`src/rtl/la_pwr_pkg.sv`:
```
// Shared types for the la_pwrseq power-domain sequencer: FSM state encoding
// and the elaboration-time counter width check.
package la_pwr_pkg;

  typedef enum logic [2:0] {
    ST_OFF,
    ST_UP,
    ST_WAIT_PG,
    ST_RST_REL,
    ST_ON,
    ST_ISO,
    ST_DN,
    ST_FAULT
  } state_e;

  // True when a cw-bit counter can hold the largest of the three limits.
  function automatic bit cw_fits(int unsigned cw, int unsigned step,
                                 int unsigned settle, int unsigned timeout);
    longint unsigned lim;
    int unsigned     m;
    m = step;
    if (settle > m)  m = settle;
    if (timeout > m) m = timeout;
    if (cw >= 63) return 1'b1;
    lim = (64'd1 << cw) - 64'd1;
    return (longint'(m) <= lim);
  endfunction

endpackage

```
`src/rtl/la_dsync.sv`:
```
// Two-flop synchronizer for a single asynchronous level input.
module la_dsync (
  input  logic clk_i,
  input  logic rst_ni,
  input  logic d_i,
  output logic q_o
);

  logic [1:0] sync_q;

  always_ff @(posedge clk_i or negedge rst_ni) begin
    if (!rst_ni) sync_q <= '0;
    else         sync_q <= {sync_q[0], d_i};
  end

  assign q_o = sync_q[1];

endmodule

```
`src/rtl/la_pwrseq.sv`:
```
// Power-domain sequencer: staged switch enable, power-good settle, reset
// release and isolation removal, reversed on power-down, with req/ack handshake.
module la_pwrseq
  import la_pwr_pkg::*;
#(
  parameter     PROP    = "DEFAULT",
  parameter int N       = 4,
  parameter int STEP    = 8,
  parameter int SETTLE  = 16,
  parameter int TIMEOUT = 255,
  parameter int CW      = 8
) (
  input  logic         clk,
  input  logic         nreset,
  input  logic         req,
  output logic         ack,
  output logic         busy,
  output logic         fault,
  input  logic         pwr_good,
  output logic [N-1:0] sw_en,
  output logic         iso_en,
  output logic         dom_nreset
);

  if (!cw_fits(CW, STEP, SETTLE, TIMEOUT) || (N < 1)) begin : g_bad_cfg
    $error("la_pwrseq(%s): invalid N/CW configuration", PROP);
  end

  localparam logic [CW-1:0] STEP_M1   = CW'(STEP - 1);
  localparam logic [CW-1:0] SETTLE_M1 = CW'(SETTLE - 1);
  localparam logic [CW-1:0] TO_M1     = CW'(TIMEOUT - 1);

  state_e        state_q, state_d;
  logic [N-1:0]  sw_en_q, sw_en_d;
  logic          iso_q, iso_d;
  logic          dnr_q, dnr_d;
  logic          ack_q, ack_d;
  logic          busy_q, busy_d;
  logic          fault_q, fault_d;
  logic [CW-1:0] cnt_q, cnt_d;
  logic [CW-1:0] tcnt_q, tcnt_d;
  logic [CW-1:0] scnt_q, scnt_d;
  logic          pg_s;
  logic          to_fault;

  la_dsync u_pg_sync (
    .clk_i  (clk),
    .rst_ni (nreset),
    .d_i    (pwr_good),
    .q_o    (pg_s)
  );

  always_ff @(posedge clk or negedge nreset) begin
    if (!nreset) begin
      state_q <= ST_OFF;
      sw_en_q <= '0;
      iso_q   <= 1'b1;
      dnr_q   <= 1'b0;
      ack_q   <= 1'b0;
      busy_q  <= 1'b0;
      fault_q <= 1'b0;
      cnt_q   <= '0;
      tcnt_q  <= '0;
      scnt_q  <= '0;
    end else begin
      state_q <= state_d;
      sw_en_q <= sw_en_d;
      iso_q   <= iso_d;
      dnr_q   <= dnr_d;
      ack_q   <= ack_d;
      busy_q  <= busy_d;
      fault_q <= fault_d;
      cnt_q   <= cnt_d;
      tcnt_q  <= tcnt_d;
      scnt_q  <= scnt_d;
    end
  end

  always_comb begin
    state_d  = state_q;
    sw_en_d  = sw_en_q;
    iso_d    = iso_q;
    dnr_d    = dnr_q;
    ack_d    = ack_q;
    busy_d   = busy_q;
    fault_d  = fault_q;
    cnt_d    = cnt_q;
    tcnt_d   = tcnt_q;
    scnt_d   = scnt_q;
    to_fault = 1'b0;

    case (state_q)
      ST_OFF: begin
        if (req) begin
          state_d = ST_UP;
          sw_en_d = N'(1);
          cnt_d   = '0;
          busy_d  = 1'b1;
        end
      end
      ST_UP: begin
        cnt_d = cnt_q + CW'(1);
        if (cnt_q == STEP_M1) begin
          cnt_d = '0;
          // The last stage is held a full STEP before power-good is awaited.
          if (&sw_en_q) begin
            state_d = ST_WAIT_PG;
            tcnt_d  = '0;
            scnt_d  = '0;
          end else begin
            sw_en_d = (sw_en_q << 1) | N'(1);
          end
        end
      end
      ST_WAIT_PG: begin
        tcnt_d = tcnt_q + CW'(1);
        scnt_d = pg_s ? scnt_q + CW'(1) : '0;
        if (pg_s && (scnt_q == SETTLE_M1)) begin
          state_d = ST_RST_REL;
          dnr_d   = 1'b1;
        end else if (tcnt_q == TO_M1) begin
          to_fault = 1'b1;
        end
      end
      ST_RST_REL: begin
        state_d = ST_ON;
        iso_d   = 1'b0;
        ack_d   = 1'b1;
        busy_d  = 1'b0;
      end
      ST_ON: begin
        if (!req) begin
          state_d = ST_ISO;
          iso_d   = 1'b1;
          busy_d  = 1'b1;
        end else if (!pg_s) begin
          to_fault = 1'b1;
        end
      end
      ST_ISO: begin
        state_d = ST_DN;
        dnr_d   = 1'b0;
        cnt_d   = '0;
      end
      ST_DN: begin
        cnt_d = cnt_q + CW'(1);
        if (cnt_q == STEP_M1) begin
          cnt_d   = '0;
          sw_en_d = sw_en_q >> 1;
          if ((sw_en_q >> 1) == '0) begin
            state_d = ST_OFF;
            ack_d   = 1'b0;
            busy_d  = 1'b0;
          end
        end
      end
      ST_FAULT: begin
        if (!req) begin
          state_d = ST_OFF;
          fault_d = 1'b0;
        end
      end
      default: state_d = ST_OFF;
    endcase

    // Fault entry forces every domain control to its safe value in one edge.
    if (to_fault) begin
      state_d = ST_FAULT;
      sw_en_d = '0;
      iso_d   = 1'b1;
      dnr_d   = 1'b0;
      fault_d = 1'b1;
      ack_d   = 1'b0;
      busy_d  = 1'b0;
    end
  end

  assign sw_en      = sw_en_q;
  assign iso_en     = iso_q;
  assign dom_nreset = dnr_q;
  assign ack        = ack_q;
  assign busy       = busy_q;
  assign fault      = fault_q;

endmodule

```
`config.mk`:
```
export PLATFORM = sky130hd
export DESIGN_NAME = la_pwrseq
export DESIGN_NICKNAME = d
export VERILOG_FILES = /design/src/rtl/la_pwr_pkg.sv /design/src/rtl/la_dsync.sv /design/src/rtl/la_pwrseq.sv
export SDC_FILE = /design/constraint.sdc
export NUM_CORES = 1
export LEC_CHECK = 0
export CORE_MARGIN = 5
export CORE_UTILIZATION = 53
export DETAILED_ROUTE_END_ITERATION = 16
export GPL_TIMING_DRIVEN = 0
export HOLD_SLACK_MARGIN = 0.12
export PLACE_DENSITY = 0.75
export SETUP_SLACK_MARGIN = 0.2
export SYNTH_ARGS = -nofsm -noshare
export SYNTH_HDL_FRONTEND = slang
export SYNTH_SLANG_ARGS = --single-unit
```
`constraint.sdc`:
```
create_clock -name clk -period 2.3 [get_ports clk]
set_clock_uncertainty 0.2 [all_clocks]
set_input_delay 0.345 -clock clk [delete_from_list [all_inputs] [get_ports clk]]
set_output_delay 0.345 -clock clk [all_outputs]
set_load 0.03 [all_outputs]
```
## Yosys cells after proc, flatten, opt, wreduce, memory -nomap -nowiden

Index checks and enable logic that the tools add are counted.
Widths: inputs -> output; s select.

| storage, ports and cells | value |
|---|---|
| input port bits | 4 |
| flip-flop bits (word level) | 38 |
| output and inout bits | 9 |
| word-level logic and storage cells | 104 |

| cells by class | value |
|---|---|
| eq/ne operators | 23 |
| $add $sub $neg | 3 |
| muxes and demuxes | 45 |
| reduce and logical (&&, ||, !) cells | 22 |

Operators with widths:

| kind | count |
|---|---|
| $mux 8 | 5 |
| $pmux 8 s2 | 2 |
| $mux 3 | 9 |
| $ne 3x3->1 const B | 9 |
| $add 8x1->8 const B | 3 |
| $pmux 3 s8 | 1 |
| $pmux 8 s3 | 1 |
| $mux 4 | 5 |
| $mux 1 | 16 |
| $eq 3x3->1 const B | 4 |
| $pmux 4 s3 | 1 |
| $reduce_bool 3->1 | 4 |
| $reduce_and 5->1 | 2 |
| $eq 8x3->1 const B | 1 |
| $eq 8x4->1 const B | 1 |
| $eq 8x8->1 const B | 1 |
| $pmux 1 s2 | 4 |
| $reduce_and 2->1 | 4 |
| $reduce_and 8->1 | 1 |
| $eq 3x2->1 const B | 2 |
| $ne 2x2->1 const B | 3 |
| $reduce_and 3->1 | 2 |
| $reduce_bool 5->1 | 1 |
| $logic_not 4->1 | 1 |
| 9 further kinds | 10 |

## Depth between registers and ports, before layout

| depth | value |
|---|---|
| depth in word-level cells | 6 |
| mapped depth | 7 |
| mapped depth without buffers | 6 |

## Hierarchy

A second synthesis with hierarchy kept.

| unflattened totals | value |
|---|---|
| cell total of the unflattened synthesis | 228 |
| area, all modules | 2142.1 sq um |

Modules (own cells, without submodules):

| module | area each (sq um) | seq. area each (sq um) | times used | cells an instance |
|---|---|---|---|---|
| la_pwrseq | 2092.0 | 902.1 | 1 | 226 |
| la_dsync | 50.0 | 50.0 | 1 | 2 |

## Worst setup path after synthesis

Ideal clock, no wire load.

| timing path | value |
|---|---|
| kind | register -> register |
| start point | register scnt_q[0] |
| end point | register sw_en_q[1] (netlist: sw_en[1]) |
| period minus slack after synthesis | 2162 ps |
| path buffers | 0 |
| data arrival time | 1837 ps |
| path slack | 138 ps |
| setup time | 125 ps |
| data required time | 1975 ps |
| cell stages (with the launch flop) | 7 |
| cell sequence | dfrtp_1 > ha_1 > nand3_1 > and4bb_2 > o31a_1 > a31o_2 > mux2_4 |

| between the ends | value |
|---|---|
| cells in the longest elaborated chain, start to end | 6 |
| elaborated cells between the ends (all ways) | 11 |
| those cells by class | 5 x eq/ne; 3 x mux; 3 x reduce/logical |

Ends and longest elaborated chain:

| item | line | RTL |
|---|---|---|
| start: declaration | la_pwrseq.sv:42 | `logic [CW-1:0] scnt_q, scnt_d;` |
| start signal: assignment | la_pwrseq.sv:75 | `scnt_q <= scnt_d;` |
| $eq 8x4->1 * | la_pwrseq.sv:118 | `if (pg_s && (scnt_q == SETTLE_M1)) begin` |
| $logic_and 1x1->1 * | la_pwrseq.sv:118 |  |
| $mux 1 * | la_pwrseq.sv:118 |  |
| $pmux 1 s2 * | la_pwrseq.sv:92 | `case (state_q)` |
| $ne 3x3->1 (no line) or $reduce_bool 4->1 (tied branches) | - |  |
| $reduce_and 5->1 (no line) | - |  |
| end signal: assignment | la_pwrseq.sv:67 | `sw_en_q <= sw_en_d;` |
| end: declaration | la_pwrseq.sv:34 | `logic [N-1:0] sw_en_q, sw_en_d;` |

Every way passes the cells marked *; elsewhere a longest branch is shown, timed or not.
A chain may end at the register's enable or synchronous reset.

## Worst setup path after layout

Same ends and word-level chain as after synthesis.

==> results.sh <==
export IMPL_synth_area_per_cell_um2=9.11
export IMPL_cts_sinks=38
export IMPL_power_density_mw_per_mm2=1060
export IMPL_remaining_drc_errors=0
export IMPL_status="finished, final reports clean"
export IMPL_worst_ir_drop_vdd_mv=0.665
export IMPL_syn_to_final_growth_pct=21.2
export IMPL_wl_per_cell_um=14.3
export IMPL_synthesis_area_mm2=0.00207
export IMPL_clock_fmax_mhz=475
export IMPL_clock_latency_of_the_later_clocked_register_in_the_worst_skew_pair_ps=280
export IMPL_start_util=0.557
export IMPL_place_congestion=0.854
export IMPL_yosys_top_cells_count="dfrtp_1, o21ai_0, nand2_1, nor2_1, nand3_1"
export IMPL_num_nets_final=266
export IMPL_worst_r2r_path_depth=6
export IMPL_timing_worst_setup_path_type="reg2reg"
export IMPL_core_rowCount=22
export IMPL_critical_path_max_fanout=4
export IMPL_first_global_vias=1673
export IMPL_ys_ff_latch=38
export IMPL_critPathLaunch="scnt_q[0]$_DFFE_PN0P_"
export IMPL_die_outline_area_mm2=0.00525
export IMPL_ys_flop_type="dfrtp_1"
export IMPL_synth_warning_count=0
export IMPL_rr_startpoint="scnt_q[0]$_DFFE_PN0P_"
export IMPL_design_core_area_mm2=0.00372
export IMPL_hold_start="u_pg_sync.sync_q[0]$_DFF_PN0_"
export IMPL_routed_via_count=1807
export IMPL_ffs_w_async_s_r_synth=1.00
export IMPL_antenna_found_initial=0
export IMPL_ant_nets=0
export IMPL_p_leak_nw=1.14
export IMPL_critPathRequiredTime_ps=2270
export IMPL_clk_path_buf_depth=2
export IMPL_final_layout_size_suffix_gt1_frac=0.171
export IMPL_drt_pass1_iter_count=4
export IMPL_synthesis_nets=235
export IMPL_critical_path_startpoint_type="flop"
export IMPL_worstMarginPinSlew_ps=813
export IMPL_critical_path_arrival_ps=2070
export IMPL_cts_tree="built"
export IMPL_slew_limit_fails=0
export IMPL_post_synth_top_count_cell="dfrtp_1"
export IMPL_busiest_layer="met2"
export IMPL_h_tree_depth=2
export IMPL_die_height_um=72.5
export IMPL_antenna_diodes=0
export IMPL_worstSetupEndpointType="flop"
export IMPL_power_w=0.00265
export IMPL_grt_util_met1=0.263
export IMPL_synthesis_instances=227
export IMPL_setup_viol=0
export IMPL_ioPinCount=13
export IMPL_place_port_buffers=12
export IMPL_largest_net_degree_at_the_start_of_global_routing=39
export IMPL_globalRoute_totalOverflow=0
export IMPL_synth_top_cell_area_share=0.448
export IMPL_vias_per_cell=5.91
export IMPL_cts_buffers=5
export IMPL_clockRootBuffer="clkbuf_8"
export IMPL_yosysTopAreaCell="dfrtp_1"
export IMPL_post_synth_edffs=0
export IMPL_totalWireLength_um=4380
export IMPL_path_clk_slew_ps=70
export IMPL_ys_seq_area_frac=0.460
export IMPL_post_route_util=0.675
export IMPL_min_delay_path_depth=0
export IMPL_timing_max_cap_violations=0
export IMPL_worst_hold_path_type="reg2reg"
export IMPL_fin_crit_ps=2110
export IMPL_use_met2=0.282
export IMPL_die_w_um=72.5
export IMPL_grt_usage=0.183
export IMPL_dp_final_hpwl_um=2930
export IMPL_grt_first_pass_wirelength_um=7730
export IMPL_synthTopCellsByArea="dfrtp_1, o21ai_0, nand2_1"
export IMPL_post_route_period_util=0.916
export IMPL_count_of_cell_types_in_the_netlist=44
export IMPL_drt_first_iter_violations=119
export IMPL_unrepaired_setup_endpoints_after_global_routing="yes"
export IMPL_final_hold_violation_count=0
export IMPL_holdWs_ps=154
export IMPL_gr_util_met3=0.0416
export IMPL_slew_headroom=0.458
## sequential cells by signal, summed over array words and instances, names as in the netlist
signal            cells
tcnt_q                8
cnt_q                 8
sw_en                 4
state_q               3
ack                   1
fault                 1
busy                  1
u_pg_sync.sync_q      2
dom_nreset            1
iso_en                1
scnt_q                8
## metal layers
layer  vias up  wire (um)
met3         5        140
li1        907          -
met5         -          0
met1       859       2040
met2        36       2160
met4         0         37
## critical path, stage by stage, from the launching register on
cell and delay (ps):
dfrtp_1 430, ha_4 190, nand3_4 50, and4bb_2 250, o31a_1 320, a31o_4 250, mux2_4 290
## layout make-up
| cell class | instances | area, um^2 |
|---|---|---|
| Buffer | 9 | 46.3 |
| Sequential cell | 38 | 953 |
| Clock buffer | 7 | 76.3 |
| Fill cell | 308 | 1210 |
| Timing Repair Buffer | 24 | 208 |
| Multi-Input combinational cell | 173 | 1140 |
| Tap cell | 48 | 60.1 |
| Inverter | 7 | 26.3 |
## cell usage in the layout, fill, tap and decap left out, types with 5 or more instances in the layout
master            n
inv_1             7
a21oi_1           8
buf_4            11
nand2_1          24
nor3_1            5
nor2_1           13
nand3_1          12
clkbuf_2          5
o21ai_0          33
clkbuf_8          5
o31ai_1           9
clkdlybuf4s50_1  11
dfrtp_1          36
and3_1            8
a31oi_1           7
nor2b_1           5
## what timing repair did
| item | 4_1_cts | 5_1_grt |
|---|---|---|
| endpoints found under the setup margin | 13 | 23 |
| endpoints found under the hold margin | 37 | 0 |
| hold buffers | 1 | 0 |
| pin swaps | 4 | 1 |
| buffers inserted | 5 | 6 |
| gates resized for setup | 7 | 18 |
## stage by stage
stage | cells | area [um^2] | setup TNS (ps) | worst slack, ps
after global placement | 287 | 2260 | -6830 | -185
final | 306 | 2510 | 0 | 194
after global routing | 306 | 2510 | 0 | 159
after floorplan | 227 | 2080 | 0 | 196
after detailed placement | 287 | 2260 | -49.6 | -49.6
after CTS | 300 | 2410 | 0 | 193
## cell families (layout without fill, tap and decap cells)
group,after synthesis,in the layout,synth area share
flops,38,38,0.460
compound gates,79,79,0.240
xor+xnor,1,1,0.00424
mux,5,5,0.0290
simple gates,84,84,0.212
buf+inv,16,47,0.0302
fa+ha+maj,4,4,0.0242
## path summary, 6_finish.rpt
kind	end	slack, ps
max	sw_en[1]$_DFFE_PN0P_	190
min	u_pg_sync.sync_q[1]$_DFF_PN0_	150
max reg2reg	sw_en[1]$_DFFE_PN0P_	190
min reg2reg	u_pg_sync.sync_q[1]$_DFF_PN0_	150
max in group asynchronous	tcnt_q[4]$_DFFE_PN0P_	850
min in group asynchronous	u_pg_sync.sync_q[0]$_DFF_PN0_	490
## report_power, final
| part | switching (W) | internal [W] | total (W) |
|---|---|---|---|
| Sequential | 0.000151 | 0.000807 | 0.000958 |
| Clock | 0.000206 | 0.000208 | 0.000414 |
| Combinational | 0.000731 | 0.000543 | 0.00127 |
| Total | 0.00109 | 0.00156 | 0.00265 |
(Power assumes the default switching activity.)
==> variant 1: new RTL, same flow settings <==
Set the parameter `CW` to 12 (it was 8).
--- a/src/rtl/la_pwrseq.sv
+++ b/src/rtl/la_pwrseq.sv
@@ -8,7 +8,7 @@
   parameter int STEP    = 8,
   parameter int SETTLE  = 16,
   parameter int TIMEOUT = 255,
-  parameter int CW      = 8
+  parameter int CW      = 12
 ) (
   input  logic         clk,
   input  logic         nreset,
Function: same outputs for any inputs over 10 cycles, from zero or initial values and one cycle with nreset low; that may be too few to reach the edited logic, so the function may still have changed.
==> variant 1 against the original RTL <==
Synthesized area grew 32%. Critical endpoint is now sw_en[2]. Critical path type unchanged. Global-route usage grew 1.6 points. Count of clock-buffer cells in the layout is the same. Core utilization shrank 2.8 points. Highest routed layer unchanged. Clock power grew 50%. Routed wire length grew 38%. Sequential cell count grew 12. Design area grew 31%. Setup slack lost 0.089 ns. Total power grew 23%.
==> variant 1: results (changes against the original RTL) <==
GRT
  – Vias in the first global route: 2,294 (was 1,673)
  – Initial antenna violation count: 0 (unchanged)
  – Largest net degree at the start of global routing: 33 (was 39)
  – Total Routing Usage GR: 19.9% (was 18.3%)
  – First-pass GRT wire length: 10,400 um (was 7730 um)

Placement
  – Post-DP HPWL: 4010 um (was 2930 um)
  – Inst Count DP: 383 (was 287)
  – Post-DP Area: 2960 sq um (was 2260 sq um)
  – Port bufs: 12 (unchanged)
  – RePlAce Congestion: 0.828 (was 0.854)

Critical path
  – Critical Path Fanout Max: 5 (was 4)
  – Slowest stage delay, CP: 0.45 ns (was 0.43 ns)
  – R2R Setup Slk: 0.11 ns (was 0.19 ns)
  – Worst EP arrival: 2.19 ns (was 2.07 ns)
  – Slowest CP cell: dfrtp_2 (was dfrtp_1)

Finish
  – Biggest registers after layout: cnt_q: 12 flops, scnt_q: 12 flops, tcnt_q: 12 flops (was cnt_q: 8 flops, scnt_q: 8 flops, tcnt_q: 8 flops)
  – Fillcell total: 419 (was 308)
  – Non-filler cells, final: 403 (was 306)
  – Number of diodes: 0 (unchanged)
  – Layout cells sized above 1: 16.8% (was 17.1%)
  – # nets final: 340 (was 266)

Logic synthesis
  – YS warnings: 0 (unchanged)
  – Post-synth ARST share: 100% (unchanged)
  – Post-synth top cells: dfrtp_1, nand2_1, o21ai_0 (was dfrtp_1, o21ai_0, nand2_1)
  – Post-synth EDFFs: 0 (unchanged)
  – Library cells used by synthesis: 51 (was 44)
  – Synth area leaders: dfrtp_1, o21ai_0, nand2_1 (unchanged)
  – Syn_nets: 308 (was 235)
  – Post-synthesis sequential area ratio: 45.8% (was 46.0%)
  – Synth Instances: 300 (was 227)

Clocking
  – Clock tree root driver cell: clkbuf_8 (unchanged)
  – Clk_lat worst skew: 0.30 ns (was 0.28 ns)
  – Clk slew on worst S/H paths: 0.09 ns (was 0.07 ns)
  – CTS Buffer Depth: 2 (unchanged)
  – Total CTS buffers: 5 (unchanged)
  – H-tree levels: 2 (unchanged)

Power
  – Leak: 1.34 nW (was 1.14 nW)
  – VDD IR-drop max: 0.396 mV (was 0.665 mV)

STA
  – Final hold slack: 0.163 ns (was 0.154 ns)
  – Worst-Margin Slew: 0.493 ns (was 0.813 ns)

Route
  – Via-to-Cell Ratio: 6.02 (was 5.91)
  – Drt total wl: 6050 um (was 4380 um)
  – Total iterations of the first detailed-routing run: 4 (unchanged)
  – Initial drt markers: 175 (was 119)
  – Antenna Nets Post-Route: 0 (unchanged)

Worst hold path
  – Worst Hold Class: flip-flop to flip-flop (unchanged)

Run status
  – Status: finished, final reports clean (unchanged)
## variant 1: kinds of logic after synthesis
group | count (synthesis) | synth area share, %
buf+inv | 13 | 1.88
xor+xnor | 5 | 1.60
mux | 3 | 1.24
compound gates | 100 | 23.2
fa+ha+maj | 4 | 1.83
flops | 50 | 45.8
simple gates | 125 | 24.4
## variant 1: final timing paths
check	from	to	cells past startpoint
max	cnt_q[6]	sw_en[2]	6
min	u_pg_sync.sync_q[0]	u_pg_sync.sync_q[1]	0
max reg2reg	cnt_q[6]	sw_en[2]	6
min reg2reg	u_pg_sync.sync_q[0]	u_pg_sync.sync_q[1]	0
max in group asynchronous	nreset	scnt_q[1]	3
min in group asynchronous	nreset	cnt_q[10]	2
## variant 1: repair_timing
action                                  in CTS  in global routing
pin swaps                                    9                  4
setup buffers                                9                  2
endpoints found under the setup margin      44                 44
hold buffers                                 1                  0
resized for setup                           22                 20
endpoints found under the hold margin       17                  0
## variant 1: area by class of cell
type / instances / area share (%)
Tap cell: 70 / 2.67
Buffer: 10 / 2.17
Clock inverter: 1 / 0.915
Clock buffer: 7 / 2.33
Timing Repair Buffer: 25 / 6.94
Sequential cell: 50 / 38.3
Multi-Input combinational cell: 237 / 46.4
Inverter: 3 / 0.343
## variant 1: power by group
part           switching [W]  internal [W]
clock               0.000296      0.000326
sequential          0.000141       0.00102
combinational       0.000861      0.000611
total                0.00130       0.00196
## variant 1: critical path, delay by kind of cell, from the launching register on
kind	cells	cell delay, ns
and+or+nand+nor	2	0.52
buffers and inverters	1	0.17
DFF	1	0.45
muxes	1	0.33
AOI/OAI and AO/OA	2	0.40
## variant 1: routing by layer
metal	up-vias	GRT usage, %	wire (um)
li1	1196	-	-
met1	1174	25.5	2790
met2	51	33.4	2950
met3	7	3.84	219
met4	0	7.14	93
met5	-	0	0
## variant 1: metrics by stage
| step | total power [W] | worst slack (ns) | setup TNS, ns | util (%) |
|---|---|---|---|---|
| 2_1_floorplan | 0.00204 | 0.209 | 0 | - |
| 3_3_place_gp | 0.00238 | -0.769 | -38.53 | 58.0 |
| 3_5_place_dp | 0.00240 | -0.113 | -0.604 | 58.3 |
| 4_1_cts | 0.00315 | 0.137 | 0 | 63.4 |
| 5_1_grt | 0.00347 | 0.00299 | 0 | 64.6 |
| 6_report | 0.00326 | 0.105 | 0 | 64.6 |
==> variant 2: new RTL, same settings <==
Without the edit above. Encoding of `state_e`: now one-hot (8 bits for 8 states).
--- a/src/rtl/la_pwr_pkg.sv
+++ b/src/rtl/la_pwr_pkg.sv
@@ -2,15 +2,15 @@
 // and the elaboration-time counter width check.
 package la_pwr_pkg;
 
-  typedef enum logic [2:0] {
-    ST_OFF,
-    ST_UP,
-    ST_WAIT_PG,
-    ST_RST_REL,
-    ST_ON,
-    ST_ISO,
-    ST_DN,
-    ST_FAULT
+  typedef enum logic [7:0] {
+    ST_OFF     = 8'b00000001,
+    ST_UP      = 8'b00000010,
+    ST_WAIT_PG = 8'b00000100,
+    ST_RST_REL = 8'b00001000,
+    ST_ON      = 8'b00010000,
+    ST_ISO     = 8'b00100000,
+    ST_DN      = 8'b01000000,
+    ST_FAULT   = 8'b10000000
   } state_e;
 
   // True when a cw-bit counter can hold the largest of the three limits.
Function: no difference found for any inputs over 10 cycles, from zero or initial values and one cycle with nreset low; not proved beyond that.
==> variant 2 against the original RTL <==
The run now ends with setup timing left. First-iteration DRC count up 97%. Synthesized area grew 9.2%. Critical path depth is 2 higher. Clock power rose by 71%. Combinational power down 8%. Sequential cell count up 5. Setup slack got worse by 0.48 ns. Design area increased by 25%. Final cell count up 12%. Routed wire length is 37% higher. Worst hold slack worse by 0.0048 ns. Total power up 6.1%. Die area up 7.9%.
==> variant 2: results (changes against the original RTL) <==
Placement
  – RePlAce Congestion: 0.904 (was 0.854)
  – Post-DP Area: 2590 sq um (was 2260 sq um)
  – Inst Count DP: 305 (was 287)

GRT
  – Vias in the first global route: 1,989 (was 1,673)
  – Largest net degree at the start of global routing: 25 (was 39)
  – First-pass GRT wire length: 9560 um (was 7730 um)
  – Total Routing Usage GR: 22.5% (was 18.3%)

Critical path
  – Worst path top cell family by delay: simple AND/OR/NAND/NOR gates (was compound AO/OA/AOI/OAI gates)
  – Slowest stage delay, CP: 0.53 ns (was 0.43 ns)
  – RR Startpoint: state_q[5] (was scnt_q[0])
  – Cells on worst reg2reg path: 8 (was 6)
  – Worst EP arrival: 2.58 ns (was 2.07 ns)

Clocking
  – Clk slew on worst S/H paths: 0.09 ns (was 0.07 ns)
  – Post-CTS Setup Repair Bufs: 14 (was 5)
  – CTS resizes: 22 (was 7)

Logic synthesis
  – Post-synthesis sequential area ratio: 47.8% (was 46.0%)
  – Library cells used by synthesis: 47 (was 44)
  – Syn_nets: 250 (was 235)
  – Synth area leaders: dfrtp_1, o21ai_0, nor2_1 (was dfrtp_1, o21ai_0, nand2_1)

Power
  – Internal: 0.00187 W (was 0.00156 W)
  – Leak: 1.35 nW (was 1.14 nW)
  – Switching share of power: 33.5% (was 41.1%)
  – Seq group: 0.000932 W (was 0.000958 W)

Route
  – Initial drt markers: 234 (was 119)
  – Drt total wl: 6000 um (was 4380 um)
  – Total iterations of the first detailed-routing run: 5 (was 4)

STA
  – Final setup viols: 27 (was 0)
  – Worst-Margin Slew: 0.621 ns (was 0.813 ns)
  – Setup TNS: -4.53 ns (was 0 ns)
  – Setup ws final: -0.290 ns (was 0.194 ns)

Run status
  – Failing checks: setup timing
  – Status: finished, violations left (was finished, final reports clean)

Finish
  – # nets final: 300 (was 266)
  – Layout cells sized above 1: 34.8% (was 17.1%)
-- variant 2: how the worst min path moves through the flow --
stage                           to  depth (start not counted)           startpoint
6_report       u_pg_sync.sync_q[1]                          0  u_pg_sync.sync_q[0]
5_1_grt        u_pg_sync.sync_q[1]                          0  u_pg_sync.sync_q[0]
4_1_cts        u_pg_sync.sync_q[1]                          0  u_pg_sync.sync_q[0]
3_5_place_dp            state_q[4]                          1               nreset
3_3_place_gp   u_pg_sync.sync_q[1]                          0  u_pg_sync.sync_q[0]
2_1_floorplan                  ack                          0               nreset
-- variant 2: worst reg2reg max path, stage by stage (launching register included) --
cell     delay (ns)
dfrtp_2        0.42
or4_4          0.53
buf_6          0.14
or4_4          0.43
o31a_1         0.33
buf_4          0.17
buf_6          0.11
o21ai_2        0.09
o21ai_1        0.07
-- variant 2: area by class of cell --
cell class                      instances  area, sq um
Inverter                                5         18.8
Multi-Input combinational cell        186         1350
Sequential cell                        43         1090
Fill cell                             251          921
Timing Repair Buffer                   43          415
Clock buffer                            6         72.6
Tap cell                               50         62.6
Clock inverter                          2         60.1
Buffer                                  8         67.6
-- variant 2: logic make-up (layout without fill, tap and decap cells) --
group           Yosys count  in the layout  share of synthesized area (%)
flops                    43             43                           47.8
mux                       3              3                           1.44
xor+xnor                  5              5                           1.94
fa+ha+maj                 4              4                           2.22
buf+inv                  13             64                           2.55
simple gates            107            107                           25.8
compound gates           67             67                           18.3
-- variant 2: metal layers --
layer | track usage (%) | vias to the layer above | part of all wire (%)
met1 | 29.8 | 1057 | 43
met3 | 5.21 | 12 | 4.3
met4 | 10.3 | 0 | 2.3
li1 | - | 996 | -
met5 | 0 | - | 0
met2 | 35.0 | 68 | 50
